$ cat config.mk
export PLATFORM = sky130hd
export DESIGN_NAME = pc_fetch_ctrl
export DESIGN_NICKNAME = d
export VERILOG_FILES = /design/src/rtl/pc_fetch_ctrl_pkg.sv /design/src/rtl/pc_fetch_ctrl_npc_target.sv /design/src/rtl/pc_fetch_ctrl.sv
export SDC_FILE = /design/constraint.sdc
export NUM_CORES = 1
export LEC_CHECK = 0
export BUFFER_PORTS_ARGS = -buffer_cell sky130_fd_sc_hd__buf_2
export CORE_MARGIN = 8
export CORE_UTILIZATION = 55
export CTS_CLUSTER_SIZE = 16
export DETAILED_ROUTE_END_ITERATION = 12
export GPL_TIMING_DRIVEN = 0
export PLACE_DENSITY = 0.89
export SKIP_CTS_REPAIR_TIMING = 1
export SLEW_MARGIN = 20
export SYNTH_ARGS = -nofsm -noshare
export SYNTH_HDL_FRONTEND = slang
export SYNTH_SLANG_ARGS = --single-unit
$ cat constraint.sdc
create_clock -name clk -period 4.8 [get_ports clk]
set_clock_uncertainty 0.05 [all_clocks]
set_input_delay 0 -clock clk [delete_from_list [all_inputs] [get_ports clk]]
set_output_delay 0 -clock clk [all_outputs]
set_load 0.01 [all_outputs]
$ cat src/rtl/pc_fetch_ctrl_pkg.sv
// Shared NPC opcode and fetch-state encodings for the MIPS fetch path.
package pc_fetch_ctrl_pkg;

    localparam logic [1:0] NPC_PLUS4  = 2'b00;
    localparam logic [1:0] NPC_BRANCH = 2'b01;
    localparam logic [1:0] NPC_JUMP   = 2'b10;

    typedef enum logic [1:0] {
        IDLE = 2'd0,
        REQ  = 2'd1,
        HOLD = 2'd2
    } state_e;

endpackage

$ cat src/rtl/pc_fetch_ctrl_npc_target.sv
// Redirect target computation: PC+4, PC-relative branch, or region jump.
module npc_target
    import pc_fetch_ctrl_pkg::*;
(
    input  logic [31:0] redir_pc,
    input  logic [1:0]  redir_op,
    input  logic [25:0] redir_imm,
    output logic [31:0] target
);

    logic [31:0] p4;
    logic [31:0] br_off;

    always_comb begin
        p4     = redir_pc + 32'd4;
        br_off = {{14{redir_imm[15]}}, redir_imm[15:0], 2'b00};
        target = p4;
        case (redir_op)
            NPC_BRANCH: target = p4 + br_off;
            NPC_JUMP:   target = {p4[31:28], redir_imm, 2'b00};
            default:    target = p4;
        endcase
    end

endmodule

$ cat src/rtl/pc_fetch_ctrl.sv
// Fetch sequencer: owns the PC, drives imem req/ack, hands words to decode.
module pc_fetch_ctrl
    import pc_fetch_ctrl_pkg::*;
#(
    parameter logic [31:0] RESET_PC = 32'h0000_3000
) (
    input  logic        clk,
    input  logic        rstn,
    output logic        imem_req,
    output logic [31:0] imem_addr,
    input  logic        imem_ack,
    input  logic [31:0] imem_rdata,
    output logic        inst_valid,
    output logic [31:0] inst,
    output logic [31:0] inst_pc,
    input  logic        inst_ready,
    input  logic        redir_valid,
    input  logic [1:0]  redir_op,
    input  logic [25:0] redir_imm,
    input  logic [31:0] redir_pc
);

    state_e      state_q, state_d;
    logic [31:0] pc_q, pc_d;
    logic [31:0] inst_q, inst_d;
    logic [31:0] inst_pc_q, inst_pc_d;
    logic        pend_valid_q, pend_valid_d;
    logic [31:0] pend_pc_q, pend_pc_d;
    logic [31:0] target;

    npc_target u_npc (
        .redir_pc  (redir_pc),
        .redir_op  (redir_op),
        .redir_imm (redir_imm),
        .target    (target)
    );

    always_ff @(posedge clk) begin
        if (!rstn) state_q <= IDLE;
        else       state_q <= state_d;
    end

    always_comb begin
        state_d = state_q;
        case (state_q)
            IDLE: state_d = REQ;
            REQ: begin
                if (imem_ack && !pend_valid_q && !redir_valid)
                    state_d = HOLD;
            end
            HOLD: begin
                if (inst_ready || redir_valid)
                    state_d = REQ;
            end
            default: state_d = IDLE;
        endcase
    end

    always_comb begin
        pc_d         = pc_q;
        inst_d       = inst_q;
        inst_pc_d    = inst_pc_q;
        pend_valid_d = pend_valid_q;
        pend_pc_d    = pend_pc_q;
        case (state_q)
            IDLE: begin
                if (redir_valid) pc_d = target;
            end
            REQ: begin
                if (imem_ack) begin
                    // A redirect seen during this request makes rdata stale.
                    if (redir_valid)       pc_d = target;
                    else if (pend_valid_q) pc_d = pend_pc_q;
                    else begin
                        inst_d    = imem_rdata;
                        inst_pc_d = pc_q;
                        pc_d      = pc_q + 32'd4;
                    end
                    pend_valid_d = 1'b0;
                end else if (redir_valid) begin
                    pend_valid_d = 1'b1;
                    pend_pc_d    = target;
                end
            end
            HOLD: begin
                if (redir_valid) pc_d = target;
            end
            default: ;
        endcase
    end

    always_ff @(posedge clk) begin
        if (!rstn) begin
            pc_q         <= RESET_PC;
            inst_q       <= 32'd0;
            inst_pc_q    <= 32'd0;
            pend_valid_q <= 1'b0;
            pend_pc_q    <= 32'd0;
        end else begin
            pc_q         <= pc_d;
            inst_q       <= inst_d;
            inst_pc_q    <= inst_pc_d;
            pend_valid_q <= pend_valid_d;
            pend_pc_q    <= pend_pc_d;
        end
    end

    always_comb begin
        imem_req   = (state_q == REQ);
        inst_valid = (state_q == HOLD);
        imem_addr  = pc_q;
        inst       = inst_q;
        inst_pc    = inst_pc_q;
    end

endmodule

==> out/qor.yml, run 1 <==
status: "finished with violations"
violations: "hold timing"
period_share_pct: 83.3
ys_seq_area_share_pct: 30.1
min_path_type: "primary input to flip-flop"
remaining_drc_errors: 0
ir_worst_vdd_v: 0.000266
syn2layout_area_growth_pct: 26.3
synth_area_leaders: "dfxtp_1 30%, nand2_1 10%, a21boi_0 7.5%, ha_1 5.5%, a21oi_1 4.5%"
gp_congestion: 0.962
yosysWarnings: 0
seq_area_mm2: 0.00262
fp-row-count: 46
path_clk_slew_ps: 60
fin_util_pct: 70.2
hold_violations: 2
synth.avg_cell_area_um2: 7.51
dp_hpwl_mm: 23.5
crit_end: "pend_pc_q[27]$_SDFFE_PN0P_"
antenna_left: 0
dp_cells: 1568
pre_cts_slack_ps: 489
via_per_inst: 6.20
crit_start: "redir_pc[5]"
syn-num-nets: 1295
core-area_mm2: 0.0157
powerDensity_mw_per_mm2: 312
cts_made_buffers: 17
startpoint_type: "primary input"
cts_sinks: 131
synthArstFlopShare_pct: 0
num_vias: 10200
setup-tns-final_ps: 0
layout.nets: 1548
rsz0062_at_grt: "no"
grt_pass1_vias: 9371
synth_top_area_cell: "dfxtp_1"
slew_violations: 0
grt_pass1_wl_mm: 48.4
clkLatencyLatePin_ps: 430
htreeDepth: 4
syn_inst: 1159
gr-total-overflow: 0
path_class: "primary input to flip-flop"
r2r-start: "imem_addr[2]$_SDFFE_PN0P_"
ys.flop_type: "dfxtp_1"
fin_cells: 1641
setup_slack_ps: 803
worst_slew_pin_slew_ps: 806
maxCapViolations: 0
die_w_um: 142
synth_common_cells: "236 x nand2_1, 131 x dfxtp_1, 87 x a21boi_0, 79 x a21oi_1, 79 x o21ai_0"
timing.fmax_ghz: 0.250
r2r_setup_slack_ps: 1720
antenna_found_initial: 0
pin_count: 195
ys_ff_latch: 131
cp-end-kind: "flip-flop"
track_usage_pct: 29.9
clockRootBuffer: "clkbuf_16"
setup_viol: 0
portBuffers: 193
layout-drive-gt1-share_pct: 17.5
syn_area_mm2: 0.00870
multi_input_area_mm2: 0.00570
path_max_fanout: 8
p_leak_uw: 0.00451
cts_tree: "built"
reg2reg_to: "imem_addr[28]$_SDFFE_PN0P_"
synth.top_cell.area_share_pct: 30.1
synth_most_common_cell: "nand2_1"
wirelength_mm: 34.0
firstDrtPassIters: 7
first_iter_violations: 1438
synth_edf_count: 0
maxSlewHeadroom_pct: 46.3
reg2reg_depth: 10
yosysUniqueCellTypes: 74
critPathRequiredTime_ps: 5020
cts_buffer_depth: 2
dieArea_mm2: 0.0201
grt_max_degree: 19
critPathArrivalTime_ps: 4220
min_period_ps: 4000
start_util_pct: 55.6
holdWs_ps: -10.9
wl_per_cell_um: 20.7
die_h_um: 142
antennaDiodeCount: 0
fill_cells: 1173
## metal layers
layer	routed length (um)	vias to the layer above	share of wire (%)	GRT usage, %
met5	0	-	0	0
met4	1410	0	4.2	11.6
met3	3920	143	12	7.39
met2	15700	743	46	49.3
met1	12900	4671	38	36.8
li1	-	4609	-	-
## layout by cell type (no fill, tap or decap), drive strengths merged, types with 27 or more instances in the layout
cell type,synthesis,final
inv,28,31
xor2,27,27
nand3,44,44
a21oi,82,82
dfxtp,131,131
clkbuf,71,89
o21ai,81,81
a21boi,89,89
nand2,236,236
buf,3,196
ha,38,38
dlygate4sd3,0,41
nor2,62,62
xnor2,43,43
## power by group
group          switching, uW  internal, uW
Clock                    524           889
Combinational            486           313
Sequential              73.1          1140
Total                   1080          2340
## final cells by class
class / count / area share, %
Tap cell: 216 / 2.46
Clock inverter: 14 / 1.83
Buffer: 74 / 2.54
Sequential cell: 131 / 23.9
Multi-Input combinational cell: 926 / 51.8
Timing Repair Buffer: 234 / 12.5
Inverter: 28 / 0.956
Clock buffer: 18 / 4.00
## cell families after synthesis
kind of cell / Yosys count / share of synthesized area [%]
and+or+nand+nor: 444 / 23.3
AOI/OAI and AO/OA: 368 / 28.8
DFF: 131 / 30.1
buffers and inverters: 102 / 4.41
xor gates and xnor gates: 70 / 7.04
adders and majority gates: 39 / 5.69
muxes: 5 / 0.604
## registers in the layout (all words and copies together) (netlist names)
name,flops
pend_pc_q,32
inst_pc,32
imem_addr,32
pend_valid_q,1
inst,32
state_q,2
## worst max-delay path, cell delays in order
cell,delay (ps)
buf_2,120
nand4_1,170
or2_1,240
buf_2,160
nor3_4,380
nor2b_1,210
xnor2_1,230
ha_1,370
and3_1,230
and3_1,230
a22o_1,270
a2111oi_4,380
nor2_1,110
xor2_1,150
a222oi_1,730
o21ai_0,210
## metrics by stage
| stage | total power [uW] | hold WS, ps | area [um^2] |
|---|---|---|---|
| 3_5_place_dp | 1970 | 209 | 9940 |
| 6_report | 3430 | -10.9 | 11000 |
| 4_1_cts | 3340 | -238 | 10600 |
| 3_3_place_gp | 1950 | 202 | 9940 |
| 5_1_grt | 3540 | 7.55 | 11000 |
| 2_1_floorplan | 1700 | 94.9 | 8700 |
## worst min-delay path by stage
stage | from | endpoint | slack, ps | depth (start not counted)
after floorplan | imem_rdata[0] | inst[0]$_SDFFE_PN0P_ | 90 | 2
after global placement | imem_rdata[5] | inst[5]$_SDFFE_PN0P_ | 200 | 3
after detailed placement | imem_rdata[22] | inst[22]$_SDFFE_PN0P_ | 210 | 3
after CTS | imem_rdata[22] | inst[22]$_SDFFE_PN0P_ | -240 | 3
after global routing | redir_pc[29] | pend_pc_q[29]$_SDFFE_PN0P_ | 8 | 4
final | redir_pc[29] | pend_pc_q[29]$_SDFFE_PN0P_ | -10 | 4
Note: power is estimated with default switching activity, not from simulation.
==> run 2: changes to the inputs <==
clock period = 4.2 ns   (was 4.8 ns; I/O delays follow)
==> out/qor.yml, run 2 (synthesized netlist as in run 1, its figures left out) <==
status: "finished with violations"  # unchanged
violations: "hold timing"  # unchanged
cts_tree: "built"  # unchanged
layout-drive-gt1-share_pct: 17.6  # was 17.5%
firstDrtPassIters: 6  # was 7
num_vias: 10100  # was 10200
path_clk_slew_ps: 60  # about the same
powerDensity_mw_per_mm2: 357  # was 312 mW/mm^2
cts_sinks: 131  # unchanged
antenna_found_initial: 0  # unchanged
cts_buffer_depth: 2  # unchanged
core-area_mm2: 0.0157  # unchanged
place_area_mm2: 0.00994  # unchanged
critPathRequiredTime_ps: 4430  # was 5020 ps
first_iter_violations: 1334  # was 1438
wirelength_mm: 34.0  # about the same
antenna_left: 0  # unchanged
grt_pass1_wl_mm: 48.4  # unchanged
min_path_type: "primary input to flip-flop"  # unchanged
grt_max_degree: 19  # unchanged
htreeDepth: 4  # unchanged
layout_common_cells: "236 x nand2_1, 194 x buf_2, 131 x dfxtp_1"  # unchanged
maxSlewHeadroom_pct: 46.6  # was 46.3%
pin_count: 195  # unchanged
maxCapViolations: 0  # unchanged
rsz0062_at_grt: "no"  # unchanged
timing.fmax_ghz: 0.267
via_per_inst: 6.17  # was 6.20
combPwrFrac_pct: 23.3  # about the same
path_cells: "buf_2 -> nand4_1 -> or2_1 -> buf_2 -> nor3_4 -> nand3_1 -> xnor2_1 -> ha_1 -> a21o_1 -> a211o_1 -> nor3_1 -> a21boi_0 -> a21boi_0 -> xnor2_1 -> a222oi_1 -> o21ai_0"  # was buf_2 -> nand4_1 -> or2_1 -> buf_2 -> nor3_4 -> nor2b_1 -> xnor2_1 -> ha_1 -> and3_1 -> and3_1 -> a22o_1 -> a2111oi_4 -> nor2_1 -> xor2_1 -> a222oi_1 -> o21ai_0
setup_viol: 0  # unchanged
wl_per_cell_um: 20.7  # about the same
startpoint_type: "primary input"  # unchanged
post-route-cell-area_mm2: 0.0110  # about the same
highest_layer: "met4"  # unchanged
p_clk_share_pct: 41.2  # about the same
ir_worst_vdd_v: 0.000306  # was 0.000266 V
cts_made_buffers: 17  # unchanged
crit_path_top_delay_cell: "a222oi_1"  # unchanged
gr-total-overflow: 0  # unchanged
worst_slew_pin_slew_ps: 801  # was 806 ps
dp_cells: 1568  # unchanged
p_sw_uw: 1240  # was 1080 uW
worst_path_largest_cell_delay_ps: 680  # was 730 ps
dieArea_mm2: 0.0201  # unchanged
grt_pass1_vias: 9371  # unchanged
remaining_drc_errors: 0  # unchanged
slew_violations: 0  # unchanged
hold_violations: 1  # was 2
period_share_pct: 89.3
swShare_pct: 31.6  # about the same
p_seq_share_pct: 35.4  # was 35.5%
antennaDiodeCount: 0  # unchanged
fill_cells: 1172  # was 1173
portBuffers: 193  # unchanged
die_h_um: 142  # unchanged
min_period_ps: 3750
routed-wl-met3_mm: 3.85  # was 3.92 mm
fin_cells: 1642  # was 1641
syn2layout_area_growth_pct: 26.4  # was 26.3%
start_util_pct: 55.6  # unchanged
critical-path-top-delay-family: "compound AO/OA/AOI/OAI gates"  # unchanged
cp-end-kind: "flip-flop"  # unchanged
wirelength_met1_mm: 12.9  # about the same
dp_hpwl_mm: 23.5  # unchanged
path_class: "primary input to flip-flop"  # unchanged
p_int_uw: 2680  # was 2340 uW
total_power_uw: 3920  # was 3430 uW
clkLatencyLatePin_ps: 430  # about the same
holdWs_ps: -20.5  # was -10.9 ps
critPathArrivalTime_ps: 3980  # was 4220 ps
path_max_fanout: 8  # unchanged
layout.nets: 1549  # was 1548
track_usage_pct: 29.9  # unchanged
fp-row-count: 46  # unchanged
cp_num_buf_inv: 2  # unchanged
dr_wl_met2_mm: 15.7  # about the same
gp_congestion: 0.962  # unchanged
p_leak_uw: 0.00451  # about the same
die_w_um: 142  # unchanged
clockRootBuffer: "clkbuf_16"  # unchanged
final_common_cell: "nand2_1"  # unchanged
[run 2: worst reg2reg max path, delay by kind of cell (launching register included)]
kind	cells	cell delay, ps
AOI/OAI and AO/OA	2	310
and+or+nand+nor	6	1570
DFF	1	500
buffers and inverters	1	310
adders and majority gates	1	200
[run 2: final cells by class]
cell class | instances | area [um^2] | area share, %
multi-input cells | 926 | 5700 | 51.8
flip-flops and latches | 131 | 2620 | 23.8
repair buffers | 235 | 1380 | 12.6
clock buffers | 18 | 439 | 3.99
plain buffers | 74 | 279 | 2.54
well taps | 216 | 270 | 2.46
clock inverters | 14 | 201 | 1.83
inverters | 28 | 105 | 0.956
[run 2: power by group through the flow]
stage	clock network (uW)	registers, uW	logic, uW
after floorplan	0	1410	532
after global placement	0	1410	823
after detailed placement	0	1410	839
after CTS	1590	1380	847
after global routing	1660	1390	990
final	1620	1390	916
[run 2: metal layers]
metal,GRT usage [%],vias to the layer above
met1,36.8,4650
met4,11.6,0
met2,49.3,715
met5,0,-
met3,7.39,157
li1,-,4611
[run 2: stage by stage]
step | TNS, ps | utilization, % | hold WS [ps] | worst slack, ps
after floorplan | 0 | - | 94.9 | 814
after global placement | -151 | 63.5 | 202 | -95.5
final | 0 | 70.3 | -20.5 | 450
after detailed placement | -180 | 63.5 | 209 | -111
after CTS | 0 | 67.6 | -238 | 296
after global routing | 0 | 70.3 | 7.55 | 216
[run 2: final timing paths]
kind / start / slack, ps / endpoint / depth (start not counted)
min: redir_pc[29] / -20 / pend_pc_q[29]$_SDFFE_PN0P_ / 4
min reg2reg: inst_pc[2]$_SDFFE_PN0P_ / 420 / inst_pc[2]$_SDFFE_PN0P_ / 2
max: redir_pc[5] / 450 / imem_addr[24]$_SDFFE_PN0P_ / 16
max reg2reg: imem_addr[2]$_SDFFE_PN0P_ / 1110 / imem_addr[28]$_SDFFE_PN0P_ / 10
